[src/rtl/ram_march_pkg.sv]
// Shared types and helpers for the RAM march-test initiator.
package ram_march_pkg;

  // Deepest read latency the initiator and its compare delay line are built for.
  localparam int unsigned RdLatMax = 3;

  typedef enum logic [2:0] {
    StIdle,
    StPhW,
    StPhRw,
    StPhR,
    StDrain,
    StDone
  } march_state_e;

  // Background value for an address; callers size the result down to their data width.
  function automatic logic [31:0] bg(input logic [31:0] pattern, input logic [31:0] addr);
    return pattern ^ addr;
  endfunction

endpackage

[src/rtl/ram_march_cmp.sv]
// Read-data checker: delays each read's {valid, addr, expected} tag by RD_LAT cycles so it
// lines up with the RAM's read data, compares, counts mismatches and captures the first one.
module ram_march_cmp #(
  parameter int unsigned ADDR_W = 5,
  parameter int unsigned DATA_W = 8,
  parameter int unsigned RD_LAT = 1
) (
  input  logic              clk,
  input  logic              rst,
  input  logic              clr,
  input  logic              issue_valid,
  input  logic [ADDR_W-1:0] issue_addr,
  input  logic [DATA_W-1:0] issue_exp,
  input  logic [DATA_W-1:0] rd_data,
  output logic              fail,
  output logic [7:0]        err_count,
  output logic [ADDR_W-1:0] fail_addr,
  output logic [DATA_W-1:0] fail_exp,
  output logic [DATA_W-1:0] fail_got
);

  logic [RD_LAT-1:0] dl_valid;
  logic [ADDR_W-1:0] dl_addr [RD_LAT];
  logic [DATA_W-1:0] dl_exp  [RD_LAT];
  logic              mismatch;

  // Last delay stage is aligned with the cycle in which rd_data is valid.
  always_comb begin
    mismatch = dl_valid[RD_LAT-1] && (rd_data != dl_exp[RD_LAT-1]);
  end

  // Tag delay line; stage 0 is fed from the registered read strobe.
  always_ff @(posedge clk or negedge rst) begin
    if (!rst) begin
      dl_valid <= '0;
      for (int i = 0; i < RD_LAT; i++) begin
        dl_addr[i] <= '0;
        dl_exp[i]  <= '0;
      end
    end else begin
      dl_valid[0] <= issue_valid;
      dl_addr[0]  <= issue_addr;
      dl_exp[0]   <= issue_exp;
      for (int i = 1; i < RD_LAT; i++) begin
        dl_valid[i] <= dl_valid[i-1];
        dl_addr[i]  <= dl_addr[i-1];
        dl_exp[i]   <= dl_exp[i-1];
      end
    end
  end

  // Sticky fail flag, saturating error count and first-failure capture.
  always_ff @(posedge clk or negedge rst) begin
    if (!rst) begin
      fail      <= 1'b0;
      err_count <= '0;
      fail_addr <= '0;
      fail_exp  <= '0;
      fail_got  <= '0;
    end else if (clr) begin
      fail      <= 1'b0;
      err_count <= '0;
      fail_addr <= '0;
      fail_exp  <= '0;
      fail_got  <= '0;
    end else if (mismatch) begin
      fail <= 1'b1;
      if (err_count != 8'hFF) begin
        err_count <= err_count + 8'd1;
      end
      if (!fail) begin
        fail_addr <= dl_addr[RD_LAT-1];
        fail_exp  <= dl_exp[RD_LAT-1];
        fail_got  <= rd_data;
      end
    end
  end

endmodule

[src/rtl/ram_march_initiator.sv]
// March-test initiator for the dual-port RAM: writes a background, read-checks it while
// writing the inverse, then read-checks the inverse descending. Reports pass/fail.
module ram_march_initiator
  import ram_march_pkg::*;
#(
  parameter int unsigned       ADDR_W  = 5,
  parameter int unsigned       DATA_W  = 8,
  parameter int unsigned       DEPTH   = 32,
  parameter int unsigned       RD_LAT  = 1,
  parameter logic [DATA_W-1:0] PATTERN = 8'hA5
) (
  input  logic              clk,
  input  logic              rst,
  input  logic              start,
  output logic [ADDR_W-1:0] mem_addr,
  output logic [DATA_W-1:0] mem_data_in,
  output logic              mem_wr_en,
  output logic              mem_rd_en,
  input  logic [DATA_W-1:0] mem_data_out,
  output logic              busy,
  output logic              done,
  output logic              fail,
  output logic [7:0]        err_count,
  output logic [ADDR_W-1:0] fail_addr,
  output logic [DATA_W-1:0] fail_exp,
  output logic [DATA_W-1:0] fail_got
);

  localparam logic [ADDR_W-1:0] AddrLast  = ADDR_W'(DEPTH - 1);
  localparam logic [1:0]        SubLast   = 2'(RD_LAT);
  localparam logic [1:0]        DrainLast = 2'(RD_LAT - 1);

  march_state_e      state_q;
  logic [ADDR_W-1:0] addr_q;
  logic [1:0]        sub_q;     // PH_RW step within an address, reused as DRAIN counter
  logic [DATA_W-1:0] rd_exp_q;  // expected value travelling with the registered read strobe
  logic [DATA_W-1:0] bg_val;
  logic              accept;

  // Background value for the address currently held in the counter.
  always_comb begin
    bg_val = DATA_W'(bg(32'(PATTERN), 32'(addr_q)));
    accept = (state_q == StIdle) && start;
  end

  // Phase sequencer, address counter and all RAM-side/status outputs.
  always_ff @(posedge clk or negedge rst) begin
    if (!rst) begin
      state_q     <= StIdle;
      addr_q      <= '0;
      sub_q       <= '0;
      rd_exp_q    <= '0;
      mem_addr    <= '0;
      mem_data_in <= '0;
      mem_wr_en   <= 1'b0;
      mem_rd_en   <= 1'b0;
      busy        <= 1'b0;
      done        <= 1'b0;
    end else begin
      mem_wr_en <= 1'b0;
      mem_rd_en <= 1'b0;
      done      <= 1'b0;
      case (state_q)
        StIdle: begin
          if (start) begin
            state_q <= StPhW;
            busy    <= 1'b1;
            addr_q  <= '0;
          end
        end
        StPhW: begin
          mem_wr_en   <= 1'b1;
          mem_addr    <= addr_q;
          mem_data_in <= bg_val;
          if (addr_q == AddrLast) begin
            state_q <= StPhRw;
            addr_q  <= '0;
            sub_q   <= '0;
          end else begin
            addr_q <= addr_q + ADDR_W'(1);
          end
        end
        StPhRw: begin
          if (sub_q == 2'd0) begin
            mem_rd_en <= 1'b1;
            mem_addr  <= addr_q;
            rd_exp_q  <= bg_val;
          end
          // Inverse write lands in the same cycle the read data is valid.
          if (sub_q == SubLast) begin
            mem_wr_en   <= 1'b1;
            mem_addr    <= addr_q;
            mem_data_in <= ~bg_val;
            sub_q       <= '0;
            if (addr_q == AddrLast) begin
              state_q <= StPhR;
            end else begin
              addr_q <= addr_q + ADDR_W'(1);
            end
          end else begin
            sub_q <= sub_q + 2'd1;
          end
        end
        StPhR: begin
          mem_rd_en <= 1'b1;
          mem_addr  <= addr_q;
          rd_exp_q  <= ~bg_val;
          if (addr_q == '0) begin
            state_q <= StDrain;
            sub_q   <= '0;
          end else begin
            addr_q <= addr_q - ADDR_W'(1);
          end
        end
        StDrain: begin
          if (sub_q == DrainLast) begin
            state_q <= StDone;
          end else begin
            sub_q <= sub_q + 2'd1;
          end
        end
        StDone: begin
          done    <= 1'b1;
          busy    <= 1'b0;
          state_q <= StIdle;
        end
        default: state_q <= StIdle;
      endcase
    end
  end

  ram_march_cmp #(
    .ADDR_W (ADDR_W),
    .DATA_W (DATA_W),
    .RD_LAT (RD_LAT)
  ) u_cmp (
    .clk         (clk),
    .rst         (rst),
    .clr         (accept),
    .issue_valid (mem_rd_en),
    .issue_addr  (mem_addr),
    .issue_exp   (rd_exp_q),
    .rd_data     (mem_data_out),
    .fail        (fail),
    .err_count   (err_count),
    .fail_addr   (fail_addr),
    .fail_exp    (fail_exp),
    .fail_got    (fail_got)
  );

endmodule
[config.mk]
export PLATFORM = sky130hd
export DESIGN_NAME = ram_march_initiator
export DESIGN_NICKNAME = d
export VERILOG_FILES = /design/src/rtl/ram_march_pkg.sv /design/src/rtl/ram_march_cmp.sv /design/src/rtl/ram_march_initiator.sv
export SDC_FILE = /design/constraint.sdc
export NUM_CORES = 1
export LEC_CHECK = 0
export CAP_MARGIN = 20
export CORE_ASPECT_RATIO = 1.2
export CORE_MARGIN = 2
export CORE_UTILIZATION = 35
export CTS_CLUSTER_SIZE = 10
export DETAILED_ROUTE_END_ITERATION = 8
export DONT_BUFFER_PORTS = 1
export SLEW_MARGIN = 20
export SYNTH_ARGS = -nofsm -noshare
export SYNTH_HDL_FRONTEND = slang
export SYNTH_HIERARCHICAL = 1
export SYNTH_SLANG_ARGS = --single-unit
[constraint.sdc]
create_clock -name clk -period 2.65 [get_ports clk]
set_input_delay 0.3975 -clock clk [delete_from_list [all_inputs] [get_ports clk]]
set_output_delay 0.3975 -clock clk [all_outputs]
set_load 0.01 [all_outputs]
==> results of run 1 <==
state kept, by name, indices dropped and copies added (netlist names), 2 cells and up:
signal,cells
rd_exp_q,7
sub_q,2
addr_q,5
u_cmp/dl_addr,5
u_cmp/fail_exp,8
u_cmp/fail_got,8
u_cmp/err_count,8
u_cmp/dl_exp,8
mem_addr,5
u_cmp/fail_addr,5
state_q,3
mem_data_in,7
routing by layer:
metal	global-route usage	vias up
li1	-	1189
met1	0.172	1234
met2	0.228	93
met3	0.0495	20
met4	0.0611	0
met5	0	-
per-stage QoR:
step / instances / area [um^2] / power, mW
after floorplan: 332 / 3660 / 1.42
after global placement: 453 / 3840 / 1.45
after detailed placement: 453 / 3840 / 1.45
after CTS: 471 / 4190 / 2.76
after global routing: 471 / 4190 / 2.84
final: 471 / 4190 / 2.73
final timing paths:
path / slack (ns) / startpoint / endpoint / cells after the start
worst max register to register: 0.25 / addr_q[0] / addr_q[3] / 8
worst max-delay path: 0.25 / addr_q[0] / addr_q[3] / 8
min in group asynchronous: 0.63 / rst / u_cmp/fail_exp[6] / 2
worst min-delay path: 0.22 / mem_data_out[5] / u_cmp/fail_got[5] / 2
worst min register to register: 0.38 / rd_exp_q[6] / u_cmp/dl_exp[6] / 0
max in group asynchronous: 1.71 / rst / mem_data_in[2] / 2
layout by cell type, fill, tap and decap left out, drive strengths merged, types with 2 or more instances in the layout:
cell type and count:
nor2 37, nand3 4, nor4 2, xnor2 12, buf 15, inv 13
nand2 21, nand3b 6, nand4 3, or2 2, nor2b 3, o41ai 2
o31ai 5, ha 10, o211ai 2, o21ai 11, nand2b 4, a31oi 2
or4b 2, mux2 11, or4 3, clkbuf 13, a211oi 4, dfrtp 77
nor3 3, and3 4, a21oi 24, mux2i 24, o2bb2ai 2
logic make-up after synthesis:
| logic type | share of synthesized area |
|---|---|
| and+or+nand+nor | 0.151 |
| DFF | 0.526 |
| AOI/OAI and AO/OA | 0.118 |
| muxes | 0.100 |
| buffers and inverters | 0.0393 |
| xor gates and xnor gates | 0.0311 |
| adders and majority gates | 0.0342 |
final cells by class:
type	count	area share
Inverter	13	0.0116
Multi-Input combinational cell	223	0.380
Timing Repair Buffer	16	0.0370
Clock inverter	3	0.0101
Tap cell	126	0.0376
Sequential cell	77	0.460
Clock buffer	13	0.0645
power by group through the flow:
stage / clock network (mW) / registers (mW) / logic [mW]
3_3_place_gp: 0 / 1.31 / 0.136
4_1_cts: 1.30 / 1.29 / 0.170
3_5_place_dp: 0 / 1.31 / 0.139
2_1_floorplan: 0 / 1.30 / 0.123
6_report: 1.26 / 1.29 / 0.168
5_1_grt: 1.35 / 1.30 / 0.192
==> impl_metrics.ini, run 1 <==
[synthesis]
yosysTopAreaCell = dfrtp_1
ys.flop_type = dfrtp_1
ys_seq_area_frac = 0.526
netlist_area_mm2 = 0.00366
ys_types = 64
syn-num-nets = 353
async_reset_ff_frac = 1.00
avgSynthCellArea_um2 = 11.0
syn_inst = 332
synth_seq_cells = 77
synth_area_leaders = dfrtp_1, mux2i_1, nor2_1, ha_1, a21oi_1
synth_edf_count = 0
synth.most_common_cell = dfrtp_1
synth_common_cells = dfrtp_1, nor2_1, mux2i_1, a21oi_1, nand2_1
ys_warn_count = 6
synth_top_area_share = 0.526

[layout]
syn_to_final_growth_pct = 14.5
drive_gt1_frac = 0.168
utilization = 0.415
fin_nets = 361
multi_input_area_mm2 = 0.00159
regArea_mm2 = 0.00193
diodes = 0
fillers = 961

[routing]
wl_um = 7630
drtPass1Iterations = 4
met2_length_um = 3640
top_layer_used = met4
drc = 0
ant_nets = 0
num_vias = 2536
met1_length_um = 3300
vias_per_cell = 5.38
route.met3.wl_um = 525
wl_per_cell_um = 16.2
dr.first_iter.drc_count = 134

[cts]
cts_max_path_buffers = 2
htreeDepth = 3
cts_sinks = 77
cts_resized = 0
worstSkewPairLatency_ns = 0.33
hold_buffers = 2
cts_tree = yes
numCtsBuffers = 9
post_cts_buffers = 0
path_clk_slew_ns = 0.06
cts_root_buffer = clkbuf_16

[worst_setup_path]
cpPeakStageDelay_ns = 0.55
path_max_fanout = 7
path_delay_family = simple AND/OR/NAND/NOR gates
start_kind = register
worst_setup_path_end_kind = register
crit_chain = ha_1 > and3_1 > ha_1 > buf_4 > or4b_1 > a211oi_1 > o32ai_1 > o22ai_1
slowest_stage = or4b_1
required_ns = 2.89
crit_buf_inv = 1
arrival_ns = 2.64
crit_type = register to register
path_common_cell = ha_1

[floorplan]
fp.dieH_um = 116
die-area_mm2 = 0.0113
fp.coreArea_mm2 = 0.0101
core.rowCount = 40
ios = 58
initial_core_util = 0.362
die_width_um = 97.4

[sta]
max_freq_mhz = 417
finClkSkew_ns = 0.00646
fin_crit_ns = 2.40
finalCritPeriodShare = 0.905
finalMaxSlewViolations = 0
hold_viol_final = 0
tightest_slew_ns = 0.555
fin_setup_tns_ns = 0
layout_setup_ws_ns = 0.252
relSlewSlack = 0.630
rsz0062_at_grt = no
setup_viol = 0
hold_slack_ns = 0.219

[power_and_ir_drop]
p_int_mw = 2.10
vdd_drop_max_v = 0.000331
leakage_nw = 2.00
combPwrFrac = 0.062
p_clk_frac = 0.464
swShare = 0.230
p_sw_uw = 627
power_density_mw_per_mm2 = 650
seqPwrFrac = 0.474

[grt]
grt_max_degree = 78
grt_pass1_vias = 2519
track_usage = 0.141
antenna_found_initial = 0
gr-total-overflow = 0
grt_pass1_wl_um = 12800

[job]
drv_cap = 0

[worst_hold_path]
min_path_type = primary input to register

[placed_design]
gp_congestion = 0.888
dp_slack_ns = 0.315
portBuffers = 0
dp_hpwl_um = 5320

[run_status]
run_status = finished clean
No activity file was read; power rests on OpenSTA's default activity.
==> run 2, diff against run 1 <==
==> constraint.sdc (replaced) <==
create_clock -name clk -period 2.3 [get_ports clk]
set_input_delay 0.345 -clock clk [delete_from_list [all_inputs] [get_ports clk]]
set_output_delay 0.345 -clock clk [all_outputs]
set_load 0.01 [all_outputs]
==> run 2 against run 1 <==
Net effect: sequential share of layout area increased by 0.12 points; sequential power increased by 16%; combinational power increased by 15%; clock skew increased by 0.0021 ns; cell count increased by 1.3%; global-route usage decreased by 0.20 points.
==> impl_metrics.ini, run 2 (synthesis results as in run 1) <==
[worst_setup_path]
worstSetupPathDepth = 7
regToRegEndpoint = addr_q[2]
startpoint = addr_q[0]
arrival_ns = 2.45
slowest_stage = or4_4
r2r_slack_ns = 0.09
reg2reg_depth = 7
path_common_cell = ha_1
cpPeakStageDelay_ns = 0.48
required_ns = 2.54
cp-endpoint = addr_q[2]
worst_setup_path_end_kind = register
path_delay_family = simple AND/OR/NAND/NOR gates
path_max_fanout = 5
crit_type = register to register
crit_buf_inv = 0
start_kind = register
crit_chain = ha_1 > and3_1 > ha_1 > nand3b_1 > a31o_1 > or4_4 > o31ai_4
worstReg2RegStart = addr_q[0]

[floorplan]
fp.dieH_um = 116
ios = 58
fp.coreArea_mm2 = 0.0101
core.rowCount = 40
die-area_mm2 = 0.0113
initial_core_util = 0.362
die_width_um = 97.4

[routing]
wl_um = 7640
drtPass1Iterations = 4
dr.first_iter.drc_count = 106
ant_nets = 0
wl_per_cell_um = 16.0
drc = 0
vias_per_cell = 5.25
num_vias = 2503

[placed_design]
postPlaceCellArea_mm2 = 0.00387
gp_congestion = 0.851
dp_hpwl_um = 5310
portBuffers = 0

[layout]
final_cell_mix = dfrtp_1, nor2_1, mux2i_1, a21oi_1
diodes = 0
syn_to_final_growth_pct = 14.2
fin_area_mm2 = 0.00418
drive_gt1_frac = 0.182
final_common_cell = dfrtp_1
fin_nets = 367

[power_and_ir_drop]
leakage_nw = 2.00
vdd_drop_max_v = 0.000328
power_density_mw_per_mm2 = 705
finalPower_mw = 2.95

[sta]
setup_viol = 0
finalCritPeriodShare = 0.960
relSlewSlack = 0.693
fin_crit_ns = 2.21
rsz0062_at_grt = no
max_freq_mhz = 453
tightest_slew_ns = 0.461
hold_viol_final = 0
finalMaxSlewViolations = 0
finClkSkew_ns = 0.00853
fin_setup_tns_ns = 0

[cts]
cts_root_buffer = clkbuf_16
worstSkewPairLatency_ns = 0.33
htreeDepth = 3
cts_max_path_buffers = 2
cts_resized = 0
cts_tree = yes
path_clk_slew_ns = 0.06
cts_sinks = 77
numCtsBuffers = 9

[grt]
grt_max_degree = 78
grt_pass1_vias = 2403
track_usage = 0.139
antenna_found_initial = 0
grt_pass1_wl_um = 12400
gr-total-overflow = 0

[run_status]
run_status = finished clean

[worst_hold_path]
min_path_type = primary input to register
hold_depth = 2

[job]
drv_cap = 0
[run 2: cell types whose count changed in the layout (fill, tap and decap cells not counted), sizes merged]
cell,previous run,this run
buf,15,21
bufinv,1,0
clkbuf,13,10
clkinv,1,5
[run 2: cell type report]
type | count | area [um^2]
multi-input combinational | 223 | 1590
tap | 126 | 158
clock inverter | 6 | 40.0
clock buffer | 10 | 229
fill | 968 | 5930
timing repair buffer | 22 | 188
sequential | 77 | 1930
inverter | 13 | 48.8
[run 2: how the worst min path moves through the flow]
stage | slack, ns | start | to
after detailed placement | 0.05 | rst | u_cmp/fail_got[6]
after global placement | 0.05 | rst | u_cmp/fail_got[6]
after floorplan | 0.05 | rst | addr_q[0]
final | 0.16 | mem_data_out[5] | u_cmp/fail_got[5]
after CTS | 0.15 | mem_data_out[5] | u_cmp/fail_got[5]
after global routing | 0.16 | mem_data_out[5] | u_cmp/fail_got[5]
[run 2: per-layer routing]
layer  share of wire  global-route usage  wire [um]
met1            0.42               0.162       3240
met2            0.49               0.233       3770
met3           0.071              0.0579        545
met4          0.0096              0.0454         73
met5               0                   0          0
[run 2: power by group]
part           switching, mW  internal (mW)
clock network          0.539          0.727
registers             0.0889           1.40
logic                  0.104         0.0901
[run 2: timing repair]
action / 4_1_cts / 5_1_grt
hold buffers: 2 / 0
hold endpoints to repair: 77 / 0
setup buffers: 0 / 0
endpoints found under the setup margin: 0 / 2
[run 2: stage by stage]
stage | utilization | std cells | hold WS [ns] | setup slack [ns]
floorplan | - | 332 | 0.0494 | 0.0563
global placement | 0.383 | 459 | 0.0509 | 0.0945
detailed placement | 0.383 | 459 | 0.0509 | 0.0465
CTS | 0.414 | 477 | 0.155 | 0.0283
global route | 0.414 | 477 | 0.165 | 0.0262
finish | 0.414 | 477 | 0.163 | 0.0910
==> run 3, diff against run 2 <==
--- a/config.mk
+++ b/config.mk
@@ -5,6 +5,7 @@
 export SDC_FILE = /design/constraint.sdc
 export NUM_CORES = 1
 export LEC_CHECK = 0
+export ABC_AREA = 1
 export CAP_MARGIN = 20
 export CORE_ASPECT_RATIO = 1.2
 export CORE_MARGIN = 2
@@ -12,6 +13,7 @@
 export CTS_CLUSTER_SIZE = 10
 export DETAILED_ROUTE_END_ITERATION = 8
 export DONT_BUFFER_PORTS = 1
+export GPL_TIMING_DRIVEN = 0
 export SLEW_MARGIN = 20
 export SYNTH_ARGS = -nofsm -noshare
 export SYNTH_HDL_FRONTEND = slang
==> run 3 against run 2 <==
Net effect: clock-buffer cell count rose by 1; combinational power rose to 14 times the previous value; flip-flop and latch count is the same; critical path depth is 4 higher; area after synthesis is 9.9% higher; clock power about the same; worst setup slack better by 0.36 ns; die area rose by 9.5%; global-route usage increased by 1.1 points; clock skew hardly changed; critical endpoint is now state_q[1]; largest cell class unchanged; largest power group is now combinational logic.
==> impl_metrics.ini, run 3 <==
[placed_design]
portBuffers = 0
dp_hpwl_um = 6250
gp_congestion = 0.864

[worst_setup_path]
start_kind = register
worst_setup_path_end_kind = register
crit_type = register to register
path_max_fanout = 10
worstReg2RegStart = addr_q[2]
arrival_ns = 2.08
required_ns = 2.53
regToRegEndpoint = state_q[1]
reg2reg_depth = 11
r2r_slack_ns = 0.45

[synthesis]
syn_inst = 495
synthMuxAreaShare = 0
async_reset_ff_frac = 1.00
synth_common_cells = nand2_1, dfrtp_1, nand3_1, nor2_1, inv_1
syn-num-nets = 516
ys.flop_type = dfrtp_1
avgSynthCellArea_um2 = 8.13
ys_warn_count = 6
netlist_area_mm2 = 0.00403
synth_top_area_share = 0.479
synth_top_family_by_area = simple AND/OR/NAND/NOR gates
synth_compound_area_frac = 0.0292
yosysTopAreaCell = dfrtp_1
synth-simple-area-share = 0.366
synthAdderAreaFrac = 0.0311
synth_area_leaders = dfrtp_1, nand2_1, nand3_1, nor2_1, inv_1
ys_seq_area_frac = 0.479
synth_xor_area_frac = 0.0174
synth.most_common_cell = nand2_1
synth_edf_count = 0
ys_types = 32
synth_seq_cells = 77

[routing]
ant_nets = 0
num_vias = 3106
drtPass1Iterations = 4
drc = 0
wl_per_cell_um = 13.0
wl_um = 8630
dr.first_iter.drc_count = 188
vias_per_cell = 4.66

[cts]
htreeDepth = 3
worstSkewPairLatency_ns = 0.33
post_cts_buffers = 0
cts_tree = yes
numCtsBuffers = 9
cts_max_path_buffers = 2
cts_root_buffer = clkbuf_16
cts_sinks = 77
path_clk_slew_ns = 0.06

[run_status]
run_status = finished clean

[layout]
drive_gt1_frac = 0.127
final_cell_mix = nand2_1, dfrtp_1, nand3_1, nor2_1, inv_1
fin_nets = 529
syn_to_final_growth_pct = 12.2
diodes = 0
final_common_cell = nand2_1

[sta]
fin_crit_ns = 1.85
rsz0062_at_grt = no
finalCritPeriodShare = 0.805
fin_setup_tns_ns = 0
hold_viol_final = 0
relSlewSlack = 0.677
finClkSkew_ns = 0.00860
tightest_slew_ns = 0.485
finalMaxSlewViolations = 0
max_freq_mhz = 540
setup_viol = 0

[power_and_ir_drop]
power_density_mw_per_mm2 = 1440
swShare = 0.443
p_clk_frac = 0.193
finalPower_mw = 6.50
seqPwrFrac = 0.376
leakage_nw = 2.39
p_int_mw = 3.62
vdd_drop_max_v = 0.000396
combPwrFrac = 0.431
p_sw_mw = 2.88

[worst_hold_path]
min_path_type = primary input to register
min_from = mem_data_out[6]
hold_depth = 4
min_to = u_cmp/fail_got[6]

[floorplan]
initial_core_util = 0.361
fp.coreArea_mm2 = 0.0111
die-area_mm2 = 0.0124
fp.dieH_um = 121
die_width_um = 102
ios = 58
core.rowCount = 42

[grt]
track_usage = 0.149
gr-total-overflow = 0
grt_pass1_wl_um = 14600
grt_pass1_vias = 3052
antenna_found_initial = 0
grt_max_degree = 78

[job]
drv_cap = 0
## run 3: layer usage
metal  GRT usage  routed length (um)  vias up
met2       0.251                4330       62
met3      0.0467                 538        9
met4      0.0567                 127        0
met1       0.177                3630     1455
li1            -                   -     1580
met5           0                   0        -
## run 3: worst max path at each step
stage	cells past startpoint	startpoint	endpoint
2_1_floorplan	11	addr_q[0]	state_q[1]
3_3_place_gp	10	addr_q[3]	state_q[1]
3_5_place_dp	11	addr_q[0]	state_q[1]
4_1_cts	11	addr_q[0]	state_q[1]
5_1_grt	11	addr_q[2]	state_q[1]
6_report	11	addr_q[2]	state_q[1]
## run 3: power groups by stage
| stage | sequential, mW | clock (mW) | combinational, mW |
|---|---|---|---|
| after global placement | 2.47 | 0 | 2.74 |
| after global routing | 2.53 | 1.36 | 3.22 |
| after detailed placement | 2.48 | 0 | 2.79 |
| after floorplan | 2.35 | 0 | 2.28 |
| final | 2.44 | 1.26 | 2.80 |
| after CTS | 2.46 | 1.30 | 2.84 |
## run 3: final cells by class
class | count | area (um^2)
fill | 1155 | 6630
sequential | 77 | 1930
multi-input combinational | 352 | 1780
clock buffer | 11 | 233
tap | 154 | 193
inverter | 49 | 191
buffer | 17 | 123
timing repair buffer | 2 | 37.5
clock inverter | 4 | 26.3
## run 3: cell families (layout without fill, tap and decap cells)
family                     Yosys count  in the layout
and+or+nand+nor                    312            312
adders and majority gates           10             10
buffers and inverters               66             83
DFF                                 77             77
AOI/OAI and AO/OA                   22             22
xor gates and xnor gates             8              8
## run 3: what timing repair did
item	CTS	global route
setup endpoints to repair	0	0
endpoints found under the hold margin	77	0
resized for setup	0	0
hold buffers	2	0
## run 3: stage by stage
| stage | cells | util | worst slack [ns] | cell area, um^2 | hold WS, ns |
|---|---|---|---|---|---|
| 2_1_floorplan | 495 | - | 0.762 | 4030 | 0.0494 |
| 3_3_place_gp | 649 | 0.379 | 0.512 | 4220 | 0.0509 |
| 3_5_place_dp | 649 | 0.379 | 0.507 | 4220 | 0.0510 |
| 4_1_cts | 666 | 0.405 | 0.492 | 4510 | 0.193 |
| 5_1_grt | 666 | 0.405 | 0.227 | 4510 | 0.211 |
| 6_report | 666 | 0.405 | 0.447 | 4510 | 0.203 |
## run 3: critical path, cell delays in order, from the launching register on
cell	delay, ns
dfrtp_1	0.41
buf_2	0.25
nand2_1	0.08
nor2_1	0.11
ha_1	0.20
inv_1	0.08
nand3_1	0.12
nand2_1	0.06
nor2_1	0.23
nand2_1	0.10
nand2_1	0.07
nand2_1	0.05
